[src/rtl/exe_cmd_queue.sv]
// exe_cmd_queue: command queue in front of an execution unit.
// Accepts {oper, argA, argB} commands from a producer and issues them in push
// order, one per cycle, through registered outputs. Issue can be paused with
// i_hold; a command pushed into an empty queue issues on the following edge.
// Optional build macro EXE_CMD_QUEUE_STATS_EN adds saturating 16-bit counters
// for issued commands (o_cnt_issued) and refused pushes (o_cnt_drop).
//
// state   | meaning
// IDLE    | queue empty, nothing to issue
// ISSUE   | queue non-empty and not held, pop one entry per cycle
// HOLD    | i_hold high, issue paused, entries retained
module exe_cmd_queue #(
  parameter int m     = 4,
  parameter int n     = 2,
  parameter int DEPTH = 4   // power of two, >= 2
) (
  input  logic                       i_clk,
  input  logic                       i_rsn,
  input  logic                       i_valid,
  input  logic [n-1:0]               i_oper,
  input  logic signed [m-1:0]        i_argA,
  input  logic signed [m-1:0]        i_argB,
  output logic                       o_ready,
  input  logic                       i_hold,
  output logic [n-1:0]               o_oper,
  output logic [m-1:0]               o_argA,
  output logic [m-1:0]               o_argB,
  output logic                       o_issue,
  output logic [$clog2(DEPTH):0]     o_count
`ifdef EXE_CMD_QUEUE_STATS_EN
  ,
  output logic [15:0]                o_cnt_issued,
  output logic [15:0]                o_cnt_drop
`endif
);

  localparam int AW = $clog2(DEPTH);
  localparam int CW = AW + 1;
  localparam int EW = n + 2 * m;
  localparam logic [CW-1:0] FULL_CNT = CW'(DEPTH);

  typedef enum logic [1:0] {
    S_IDLE  = 2'd0,
    S_ISSUE = 2'd1,
    S_HOLD  = 2'd2
  } state_t;

  state_t          state;
  state_t          state_nxt;
  logic [EW-1:0]   mem [DEPTH];
  logic [AW-1:0]   wr_ptr;
  logic [AW-1:0]   rd_ptr;
  logic [CW-1:0]   count_nxt;
  logic            full;
  logic            push;
  logic            pop;

  assign full    = (o_count == FULL_CNT);
  assign o_ready = ~full;
  assign push    = i_valid & ~full;

  // Occupancy after this edge, used by both the counter and the FSM.
  always_comb begin
    count_nxt = o_count;
    case ({push, pop})
      2'b10:   count_nxt = o_count + CW'(1);
      2'b01:   count_nxt = o_count - CW'(1);
      default: count_nxt = o_count;
    endcase
  end

  // FSM state register.
  always_ff @(posedge i_clk or negedge i_rsn) begin
    if (!i_rsn) state <= S_IDLE;
    else        state <= state_nxt;
  end

  // Next state: hold wins, otherwise follow the post-edge occupancy.
  always_comb begin
    state_nxt = state;
    if (i_hold)                state_nxt = S_HOLD;
    else if (count_nxt != '0)  state_nxt = S_ISSUE;
    else                       state_nxt = S_IDLE;
  end

  // FSM output: pop only while issuing; a rising i_hold blocks it combinationally.
  always_comb begin
    pop = 1'b0;
    if (state == S_ISSUE && !i_hold && o_count != '0) pop = 1'b1;
  end

  // Storage write; contents are never read before being written, so no reset.
  always_ff @(posedge i_clk) begin
    if (push) mem[wr_ptr] <= {i_oper, i_argA, i_argB};
  end

  // Pointers and occupancy.
  always_ff @(posedge i_clk or negedge i_rsn) begin
    if (!i_rsn) begin
      wr_ptr  <= '0;
      rd_ptr  <= '0;
      o_count <= '0;
    end else begin
      if (push) wr_ptr <= wr_ptr + AW'(1);
      if (pop)  rd_ptr <= rd_ptr + AW'(1);
      o_count <= count_nxt;
    end
  end

  // Registered issue port: head loaded and strobe raised on the pop edge.
  always_ff @(posedge i_clk or negedge i_rsn) begin
    if (!i_rsn) begin
      o_issue <= 1'b0;
      o_oper  <= '0;
      o_argA  <= '0;
      o_argB  <= '0;
    end else begin
      o_issue <= pop;
      if (pop) {o_oper, o_argA, o_argB} <= mem[rd_ptr];
    end
  end

`ifdef EXE_CMD_QUEUE_STATS_EN
  // Saturating statistics; issued counts on the pop edge so it tracks o_issue.
  always_ff @(posedge i_clk or negedge i_rsn) begin
    if (!i_rsn) begin
      o_cnt_issued <= '0;
      o_cnt_drop   <= '0;
    end else begin
      if (pop && o_cnt_issued != 16'hFFFF)                o_cnt_issued <= o_cnt_issued + 16'd1;
      if (i_valid && full && o_cnt_drop != 16'hFFFF)      o_cnt_drop   <= o_cnt_drop + 16'd1;
    end
  end
`endif

endmodule

[config.mk]
export PLATFORM = sky130hd
export DESIGN_NAME = exe_cmd_queue
export DESIGN_NICKNAME = d
export VERILOG_FILES = /design/src/rtl/exe_cmd_queue.sv
export SDC_FILE = /design/constraint.sdc
export NUM_CORES = 1
export LEC_CHECK = 0
export ABC_AREA = 1
export CORE_MARGIN = 2
export CORE_UTILIZATION = 50
export DETAILED_ROUTE_END_ITERATION = 10
export MAX_ROUTING_LAYER = met4
export PLACE_DENSITY = 0.73
export SYNTH_ARGS = -nofsm -noshare
export SYNTH_HDL_FRONTEND = slang
export SYNTH_SLANG_ARGS = --single-unit
[constraint.sdc]
create_clock -name i_clk -period 2.56 [get_ports i_clk]
set_clock_uncertainty 0.15 [all_clocks]
set_input_delay 0.512 -clock i_clk [delete_from_list [all_inputs] [get_ports i_clk]]
set_output_delay 0.512 -clock i_clk [all_outputs]
set_load 0.01 [all_outputs]
* Word-level counts from Yosys, hierarchy flattened *
Memory sizes are Yosys's and may differ from the RTL's. A register that Yosys moved wholly into a read port is not among the register bits.
Index checks and enable logic that the tools add are counted.

storage, ports and cells
  memories = 1
  input bits = 14
  output and inout port bits = 15
  bits in registers = 10
  RAM bits = 40
  word-level logic and storage cells = 28

cells by class
  equal/unequal tests = 4
  reductions and logical operators = 6
  add/sub/neg operators = 4
  bitwise gates (word level) = 2
  muxes and demuxes = 6

memory list
  name  depth  width  rd ports  clocked after memory_dff  write ports  line  text
  mem   4      10     1         1                         1            50    logic [EW-1:0] mem [DEPTH];

operators with widths
  cell                   number
  $pmux W3 S2            1
  $reduce_bool A3 Y1     2
  $add A2 B1 Y2 const B  2
  $eq A2 B1 Y1 const B   2
  $mux W1                4
  $add A3 B1 Y3 const B  1
  $eq A3 B3 Y1 const B   1
  $sub A3 B1 Y3 const B  1
  $eq A2 B2 Y1 const B   1
  $logic_and A1 B1 Y1    2
  $logic_not A1 Y1       2
  $mux W2                1
  $and A1 B1 Y1          1
  $not A1 Y1             1

* Depth between registers and ports, before layout *
Gate-level depths: netlist (run 1).

  depth after elaboration = 9
  mapped depth = 15
  gate-level depth less buffers = 14

* Worst setup path after synthesis (run 1) *
No wires, ideal clock.

  path type = input to register
  start point = input i_hold
  end point = register state[0]
  path buffers = 1
  arrival time = 1.946 ns
  slack = 0.351 ns
  stages on the path = 12
  setup time = 0.113 ns
  cell sequence = nor2_1 > nand3_2 > inv_2 > buf_6 > ha_1 > inv_1 > fa_1 > o21ai_0 > nor2_1 > nand3_1 > nand2_1 > inv_1

between the ends
  word-level cells in the longest chain between the ends = 9

ends and longest elaborated chain
  what                                                 line  text
  start: declaration                                   24    input logic i_hold,
  $logic_not A1 Y1 *                                   89    if (state == S_ISSUE && !i_hold && o_count != '0) pop = 1'b1;
  $logic_and A1 B1 Y1 * (2 in a row)                   89
  $mux W1 *                                            89
  net pop                                              56    logic pop;
  $eq A2 B1 Y1 / $eq A2 B2 Y1 (equally long branches)  65    case ({push, pop})
  $pmux W3 S2 *                                        65
  net count_nxt[1]                                     53    logic [CW-1:0] count_nxt;
  $reduce_bool A3 Y1 *                                 82    else if (count_nxt != '0) state_nxt = S_ISSUE;
  $mux W1 *                                            82
  $mux W2 *                                            81    if (i_hold) state_nxt = S_HOLD;
  net state_nxt[0]                                     49    state_t state_nxt;
  end signal: assignment                               75    else state <= state_nxt;
  end: declaration                                     48    state_t state;

Mark *: on every way through the listed nets, which the timed path passes. The rest lies on a longest branch.
A chain may end at the register's enable or synchronous reset.

* Final worst setup path (run 1) *
  start point = input i_hold
  end point = register state[0]

between the ends
  word-level cells in the longest chain between the ends = 9

ends and longest elaborated chain
  what                                                 line
  $logic_not A1 Y1 *                                   89
  $logic_and A1 B1 Y1 * (2 in a row)                   89
  $mux W1 *                                            89
  $eq A2 B1 Y1 / $eq A2 B2 Y1 (equally long branches)  65
  $pmux W3 S2 *                                        65
  net count_nxt[1]                                     53
  $reduce_bool A3 Y1 *                                 82
  $mux W1 *                                            82
  $mux W2 *                                            81
  net state_nxt[0]                                     49

Marked as above.

==> results by group, run 1 <==
Run status
  – Outcome: finished clean

GRT
  – First-pass GRT wire length: 7020 um
  – GRT Resource Usage Total: 18.6%
  – Pin count of the biggest net entering global routing: 23
  – Total grt overflow: 0
  – Vias in the first global route: 1487
  – Initial antenna violation count: 0

Detailed routing
  – Antenna Violating Nets Remaining: 0
  – Drt drc: 0
  – Routed via count: 1573
  – Drt pass-1 iters: 5
  – Drt wl/cell: 13.4 um
  – Vias/cell: 4.87
  – DR iter-0 viols: 183
  – Final WL: 4330 um

Place
  – # port buffers: 28
  – Cell Area, Placed: 2830 um^2
  – Post-DP HPWL: 2760 um
  – GP Congestion: 0.888
  – Placed Instances: 307

Pwr
  – Sequential power share: 42.6%
  – Clock Power Share: 24.0%
  – Design Power: 3400 uW
  – Worst vdd ir: 0.473 mV
  – Internal power: 2240 uW
  – Sw Share: 34.2%
  – Pleak: 0.00123 uW
  – Combinational Power Share: 33.4%
  – PD cells: 1130 nW/um^2
  – Psw: 1160 uW

Setup path
  – CP Capture Point: state[0]$_DFF_PN0_
  – Critical path's top delay family: adder cells
  – CP endpoint kind: flip-flop
  – R2r endpoint: state[0]$_DFF_PN0_
  – CP Data Required Time: 2.64 ns
  – Max incr delay on CP: 0.48 ns
  – Worst R2R Start: o_count[0]$_DFF_PN0_
  – Worst Path Arrival: 2.35 ns
  – Critical path buffers and inverters: 4
  – Slowest-stage cell, CP: fa_1
  – WS Path Type: in2reg
  – Worst setup SP type: input port
  – FF-to-FF setup slack: 0.40 ns
  – CP Max Fanout: 2
  – Worst-path cell chain: clkdlybuf4s50_1, nor2_1, nand3_2, inv_2, ha_1, inv_1, fa_1, o21ai_0, nor2_1, nand3_1, nand2_1, inv_1
  – Crit path from: i_hold
  – Crit path depth: 12
  – Reg2Reg Depth: 11

Clock tree
  – Clock Tree Root: clkbuf_8
  – Worst-path clk slew: 0.07 ns
  – Max H-tree Level: 3
  – Latest clock arrival within the worst-skew pair: 0.33 ns
  – CTS resizes: 0
  – CTS tree: built
  – TritonCTS sink count: 60
  – Total CTS buffers: 9
  – Setup Fix Bufs, Post-CTS: 0
  – CTS max path bufs: 2
  – # hold bufs at CTS: 0

Synth
  – Post-synthesis area per instance: 11.7 um^2
  – Post-synthesis sequential area ratio: 69.1%
  – Synth Instances: 210
  – Synth Cell Area: 2460 um^2
  – #FFs+latches synth: 60
  – Net Count, Synth: 230
  – Syn. warnings: 0
  – Distinct cells, synth: 22

Timing
  – Fmax: 441 MHz
  – Tcrit/Tclk final: 88.6%
  – Hold Vio Cnt, Final: 0
  – Setup-failing EPs final: 0
  – Worst-margin pin slew: 0.661 ns
  – Fin Setup TNS: 0 ns
  – Max transition margin: 55.9%
  – RSZ-0062 raised after global routing: no
  – Fin. max-slew vios: 0
  – Fin crit period: 2.27 ns

Finish
  – Share of cells above drive strength 1: 14.1%
  – Fin cells: 323
  – Nets@finish: 271
  – Post-route cell area: 3020 um^2
  – Area Overhead vs Synth: 22.7%
  – Util after Layout: 64.0%
  – N_diodes: 0

Job
  – Maxcap violations: 0

Min path
  – HP Class: reg2reg

Die
  – Die area: 5500 um^2
  – Core Footprint: 4720 um^2
  – Die Y: 74.2 um
  – Initial Util: 52.2%
  – DIE WIDTH: 74.2 um
  – # rows: 25
  – I/O pin count: 29
-- cells in the mapped netlist --
| master | number | share of area [%] |
|---|---|---|
| inv_1 | 14 | 2.1 |
| a21oi_1 | 1 | 0.20 |
| nand3b_1 | 1 | 0.30 |
| nand2_1 | 40 | 6.1 |
| nand3_1 | 3 | 0.61 |
| o21ai_2 | 4 | 1.4 |
| buf_4 | 3 | 0.91 |
| inv_2 | 2 | 0.30 |
| nand2_2 | 1 | 0.25 |
| edfxtp_1 | 40 | 49 |
| nand4_1 | 1 | 0.25 |
| o21ai_1 | 14 | 2.8 |
| fa_1 | 1 | 0.81 |
| dfrtp_1 | 20 | 20 |
| xor2_1 | 2 | 0.71 |
| buf_6 | 4 | 1.8 |
| nor2_1 | 35 | 5.3 |
| o21ai_0 | 14 | 2.8 |
| ha_1 | 5 | 2.5 |
| nor2_2 | 2 | 0.51 |
| nand3_2 | 2 | 0.81 |
| buf_2 | 1 | 0.20 |
-- placed cells by master (no fill, tap or decap), types with 3 or more instances in the layout --
cell             count
buf_4               10
ha_1                 5
o21ai_0             14
inv_1               14
nand2_1             40
dfrtp_1             20
clkbuf_8             9
edfxtp_1            40
nand3_1              3
o21ai_1             14
nor2_1              35
o21ai_2              4
clkdlybuf4s50_1     28
-- power by group through the flow --
stage | Clock (uW) | Sequential [uW] | Combinational, uW
after floorplan | 0 | 1470 | 735
after global placement | 0 | 1460 | 1110
after detailed placement | 0 | 1470 | 1140
after CTS | 828 | 1450 | 1150
after global routing | 876 | 1480 | 1280
final | 817 | 1450 | 1140
-- sequential cells by signal, summed over array words and instances, names as in the netlist --
register and count:
mem 40, o_argA 4, o_argB 4, o_count 3
o_issue 1, o_oper 2, rd_ptr 2, state 2
wr_ptr 2
-- final cells by class --
| class | instances | area (um^2) |
|---|---|---|
| Clock buffer | 9 | 124 |
| Clock inverter | 7 | 67.6 |
| Fill cell | 361 | 1700 |
| Inverter | 16 | 60.1 |
| Multi-Input combinational cell | 126 | 629 |
| Sequential cell | 60 | 1700 |
| Tap cell | 67 | 83.8 |
| Timing Repair Buffer | 38 | 355 |
-- worst register-to-register path: stages, from the launching register on --
cell     delay, ns
dfrtp_1       0.39
inv_1         0.16
nand3_1       0.14
nand2_2       0.10
ha_1          0.18
inv_1         0.07
fa_1          0.48
o21ai_0       0.09
nor2_1        0.11
nand3_1       0.09
nand2_1       0.07
inv_1         0.04
-- worst min-delay path by stage --
| stage | from | end | slack, ns | depth (start not counted) |
|---|---|---|---|---|
| floorplan | i_rsn | o_argA[0]$_DFFE_PN0P_ | 0.07 | 0 |
| global placement | o_argA[0]$_DFFE_PN0P_ | o_argA[0]$_DFFE_PN0P_ | 0.31 | 2 |
| detailed placement | o_argB[3]$_DFFE_PN0P_ | o_argB[3]$_DFFE_PN0P_ | 0.32 | 2 |
| CTS | o_argB[3]$_DFFE_PN0P_ | o_argB[3]$_DFFE_PN0P_ | 0.33 | 2 |
| global route | o_argA[2]$_DFFE_PN0P_ | o_argA[2]$_DFFE_PN0P_ | 0.35 | 2 |
| finish | o_argB[3]$_DFFE_PN0P_ | o_argB[3]$_DFFE_PN0P_ | 0.33 | 2 |
-- stage by stage --
| step | hold slack, ns | setup slack, ns |
|---|---|---|
| after floorplan | 0.0664 | 0.351 |
| after global placement | 0.313 | 0.0200 |
| after detailed placement | 0.315 | -0.0781 |
| after CTS | 0.333 | 0.296 |
| after global routing | 0.350 | 0.146 |
| final | 0.331 | 0.292 |
-- cells by family (layout without fill, tap and decap cells) --
group | after synthesis | count (layout) | share of synthesized area, %
flops | 60 | 60 | 69.1
compound gates | 33 | 33 | 7.31
fa+ha+maj | 6 | 6 | 3.35
simple gates | 85 | 85 | 14.2
buf+inv | 24 | 70 | 5.38
xor+xnor | 2 | 2 | 0.711
-- metal layers --
layer	wire, um	track usage, %
met5	0	-
met4	70	12.7
met3	177	4.07
met2	2120	27.7
met1	1960	22.8
(Power assumes the default switching activity.)
==> run 2, diff against run 1 <==
--- a/config.mk
+++ b/config.mk
@@ -11,6 +11,7 @@
 export DETAILED_ROUTE_END_ITERATION = 10
 export MAX_ROUTING_LAYER = met4
 export PLACE_DENSITY = 0.73
+export REMOVE_ABC_BUFFERS = 1
 export SYNTH_ARGS = -nofsm -noshare
 export SYNTH_HDL_FRONTEND = slang
 export SYNTH_SLANG_ARGS = --single-unit
==> results by group, run 2 (synthesis results as in run 1) <==
Run status
  – Outcome: finished clean (unchanged)

GRT
  – Layer with the highest usage: met2 (unchanged)
  – Total grt overflow: 0 (unchanged)
  – Global Route met1 Usage: 23.1% (was 22.8%)
  – GRT Resource Usage Total: 18.9% (was 18.6%)
  – First-pass GRT wire length: 7100 um (was 7020 um)
  – GR Util met2: 29.2% (was 27.7%)
  – GR Util met3: 4.07% (unchanged)
  – Vias in the first global route: 1512 (was 1487)
  – Pin count of the biggest net entering global routing: 23 (unchanged)
  – Initial antenna violation count: 0 (unchanged)

Finish
  – Top Registers: mem (40), o_argA (4), o_argB (4) (unchanged)
  – Fill cells: 363 (was 361)
  – Commonest cells after routing, fill and taps aside: nand2_1 (40), edfxtp_1 (40), nor2_1 (35) (unchanged)
  – Nets@finish: 271 (unchanged)
  – N_diodes: 0 (unchanged)
  – Fin cells: 323 (unchanged)
  – Area of the multi-input gates: 629 um^2 (unchanged)
  – Largest Register: mem (unchanged)
  – Max reg flops: 40 (unchanged)
  – Util after Layout: 63.9% (was 64.0%)
  – Sequential cell area: 1700 um^2 (unchanged)
  – Share of cells above drive strength 1: 13.3% (was 14.1%)
  – Area Overhead vs Synth: 22.5% (was 22.7%)

Pwr
  – Sequential power share: 43.2% (was 42.6%)
  – Sw Share: 32.8% (was 34.2%)
  – Psw: 1110 uW (was 1160 uW)
  – Pleak: 0.00124 uW (was 0.00123 uW)
  – PD cells: 1120 nW/um^2 (was 1130 nW/um^2)
  – Combinational Power Share: 32.9% (was 33.4%)
  – Design Power: 3370 uW (was 3400 uW)
  – Clock Power Share: 23.9% (was 24.0%)
  – Worst vdd ir: 0.493 mV (was 0.473 mV)
  – Internal power: 2270 uW (was 2240 uW)

Die
  – I/O pin count: 29 (unchanged)
  – Initial Util: 52.2% (unchanged)
  – Core Footprint: 4720 um^2 (unchanged)
  – Die area: 5500 um^2 (unchanged)
  – # rows: 25 (unchanged)
  – DIE WIDTH: 74.2 um (unchanged)
  – Die Y: 74.2 um (unchanged)

Timing
  – Final worst slack: 0.285 ns (was 0.292 ns)
  – Setup-failing EPs final: 0 (unchanged)
  – Fin. max-slew vios: 0 (unchanged)
  – Fin Setup TNS: 0 ns (unchanged)
  – RSZ-0062 raised after global routing: no (unchanged)
  – Max transition margin: 56.4% (was 55.9%)
  – Worst-margin pin slew: 0.654 ns (was 0.661 ns)
  – Fmax: 440 MHz (was 441 MHz)
  – Tcrit/Tclk final: 88.9% (was 88.6%)
  – Fin crit period: 2.27 ns (about the same)
  – Hold Vio Cnt, Final: 0 (unchanged)

Setup path
  – WS Path Type: in2reg (unchanged)
  – Worst Path Arrival: 2.34 ns (was 2.35 ns)
  – CP Max Fanout: 2 (unchanged)
  – CP Data Required Time: 2.63 ns (was 2.64 ns)
  – Worst setup SP type: input port (unchanged)
  – CP endpoint kind: flip-flop (unchanged)

Clock tree
  – Latest clock arrival within the worst-skew pair: 0.32 ns (was 0.33 ns)
  – CTS resizes: 0 (unchanged)
  – # hold bufs at CTS: 0 (unchanged)
  – Setup Fix Bufs, Post-CTS: 0 (unchanged)
  – Clock Tree Root: clkbuf_8 (unchanged)
  – CTS max path bufs: 2 (unchanged)
  – TritonCTS sink count: 60 (unchanged)
  – CTS tree: built (unchanged)
  – Total CTS buffers: 9 (unchanged)
  – Max H-tree Level: 3 (unchanged)
  – Worst-path clk slew: 0.06 ns (was 0.07 ns)

Place
  – Dpl ws: -0.0534 ns (was -0.0781 ns)
  – Placed Instances: 307 (unchanged)
  – Post-DP HPWL: 2550 um (was 2760 um)
  – # port buffers: 28 (unchanged)
  – GP Congestion: 0.822 (was 0.888)

Detailed routing
  – Drt pass-1 iters: 4 (was 5)
  – Antenna Violating Nets Remaining: 0 (unchanged)
  – Final WL: 4170 um (was 4330 um)
  – Drt drc: 0 (unchanged)
  – DR iter-0 viols: 79 (was 183)
  – Routed via count: 1532 (was 1573)
  – Drt wl/cell: 12.9 um (was 13.4 um)
  – Vias/cell: 4.74 (was 4.87)

Min path
  – HP Class: reg2reg (unchanged)

Job
  – Maxcap violations: 0 (unchanged)
==> run 2: changes by cell type in the layout (fill, tap and decap cells not counted) <==
cell        delta
clkinv_4       -1
clkbuf_8       +1
clkinv_1       -1
clkbuf_1       +3
clkinvlp_4     -2
==> run 2: power by group through the flow <==
stage | Sequential [uW] | Combinational, uW | Clock, uW
after floorplan | 1520 | 597 | 0
after global placement | 1470 | 1090 | 0
after detailed placement | 1480 | 1120 | 0
after CTS | 1460 | 1130 | 826
after global routing | 1490 | 1280 | 862
final | 1460 | 1110 | 806
==> run 2: area by class of cell <==
type	instances	share of cell area [%]
timing repair buffer	38	11.8
clock inverter	3	1.33
inverter	16	1.99
clock buffer	13	4.93
sequential	60	56.4
tap	67	2.78
multi-input combinational	126	20.8
==> run 2: through the flow <==
stage                     instance area, um^2  hold WS [ns]
final                                    3020         0.324
after global routing                     3020         0.355
after CTS                                3020         0.331
after detailed placement                 2830         0.315
after global placement                   2830         0.313
after floorplan                          2390        0.0664
==> run 2: final timing paths <==
check                                 startpoint                     to  slack (ns)  cells after the start
max in group asynchronous                  i_rsn  o_argB[3]$_DFFE_PN0P_        1.66                      2
min reg2reg                o_argA[0]$_DFFE_PN0P_  o_argA[0]$_DFFE_PN0P_        0.32                      2
max                                       i_hold     state[0]$_DFF_PN0_        0.29                     12
max reg2reg                 o_count[0]$_DFF_PN0_     state[0]$_DFF_PN0_        0.38                     12
min                        o_argA[0]$_DFFE_PN0P_  o_argA[0]$_DFFE_PN0P_        0.32                      2
min in group asynchronous                  i_rsn   o_count[1]$_DFF_PN0_        0.38                      2
==> run 2: critical path, cell delays in order <==
cell and delay [ns]:
clkdlybuf4s50_1 0.42, nor2_1 0.13, nand3_2 0.10, inv_2 0.06, ha_1 0.15, inv_1 0.07
fa_1 0.47, o21ai_0 0.10, nor2_1 0.14, nand3_1 0.08, nand2_1 0.06, inv_1 0.04
==> run 2: layer usage <==
layer  vias to the layer above  routed length (um)
li1                        778                   -
met1                       714                1840
met2                        34                2060
met3                         6                 176
met4                         0                  89
met5                         -                   0
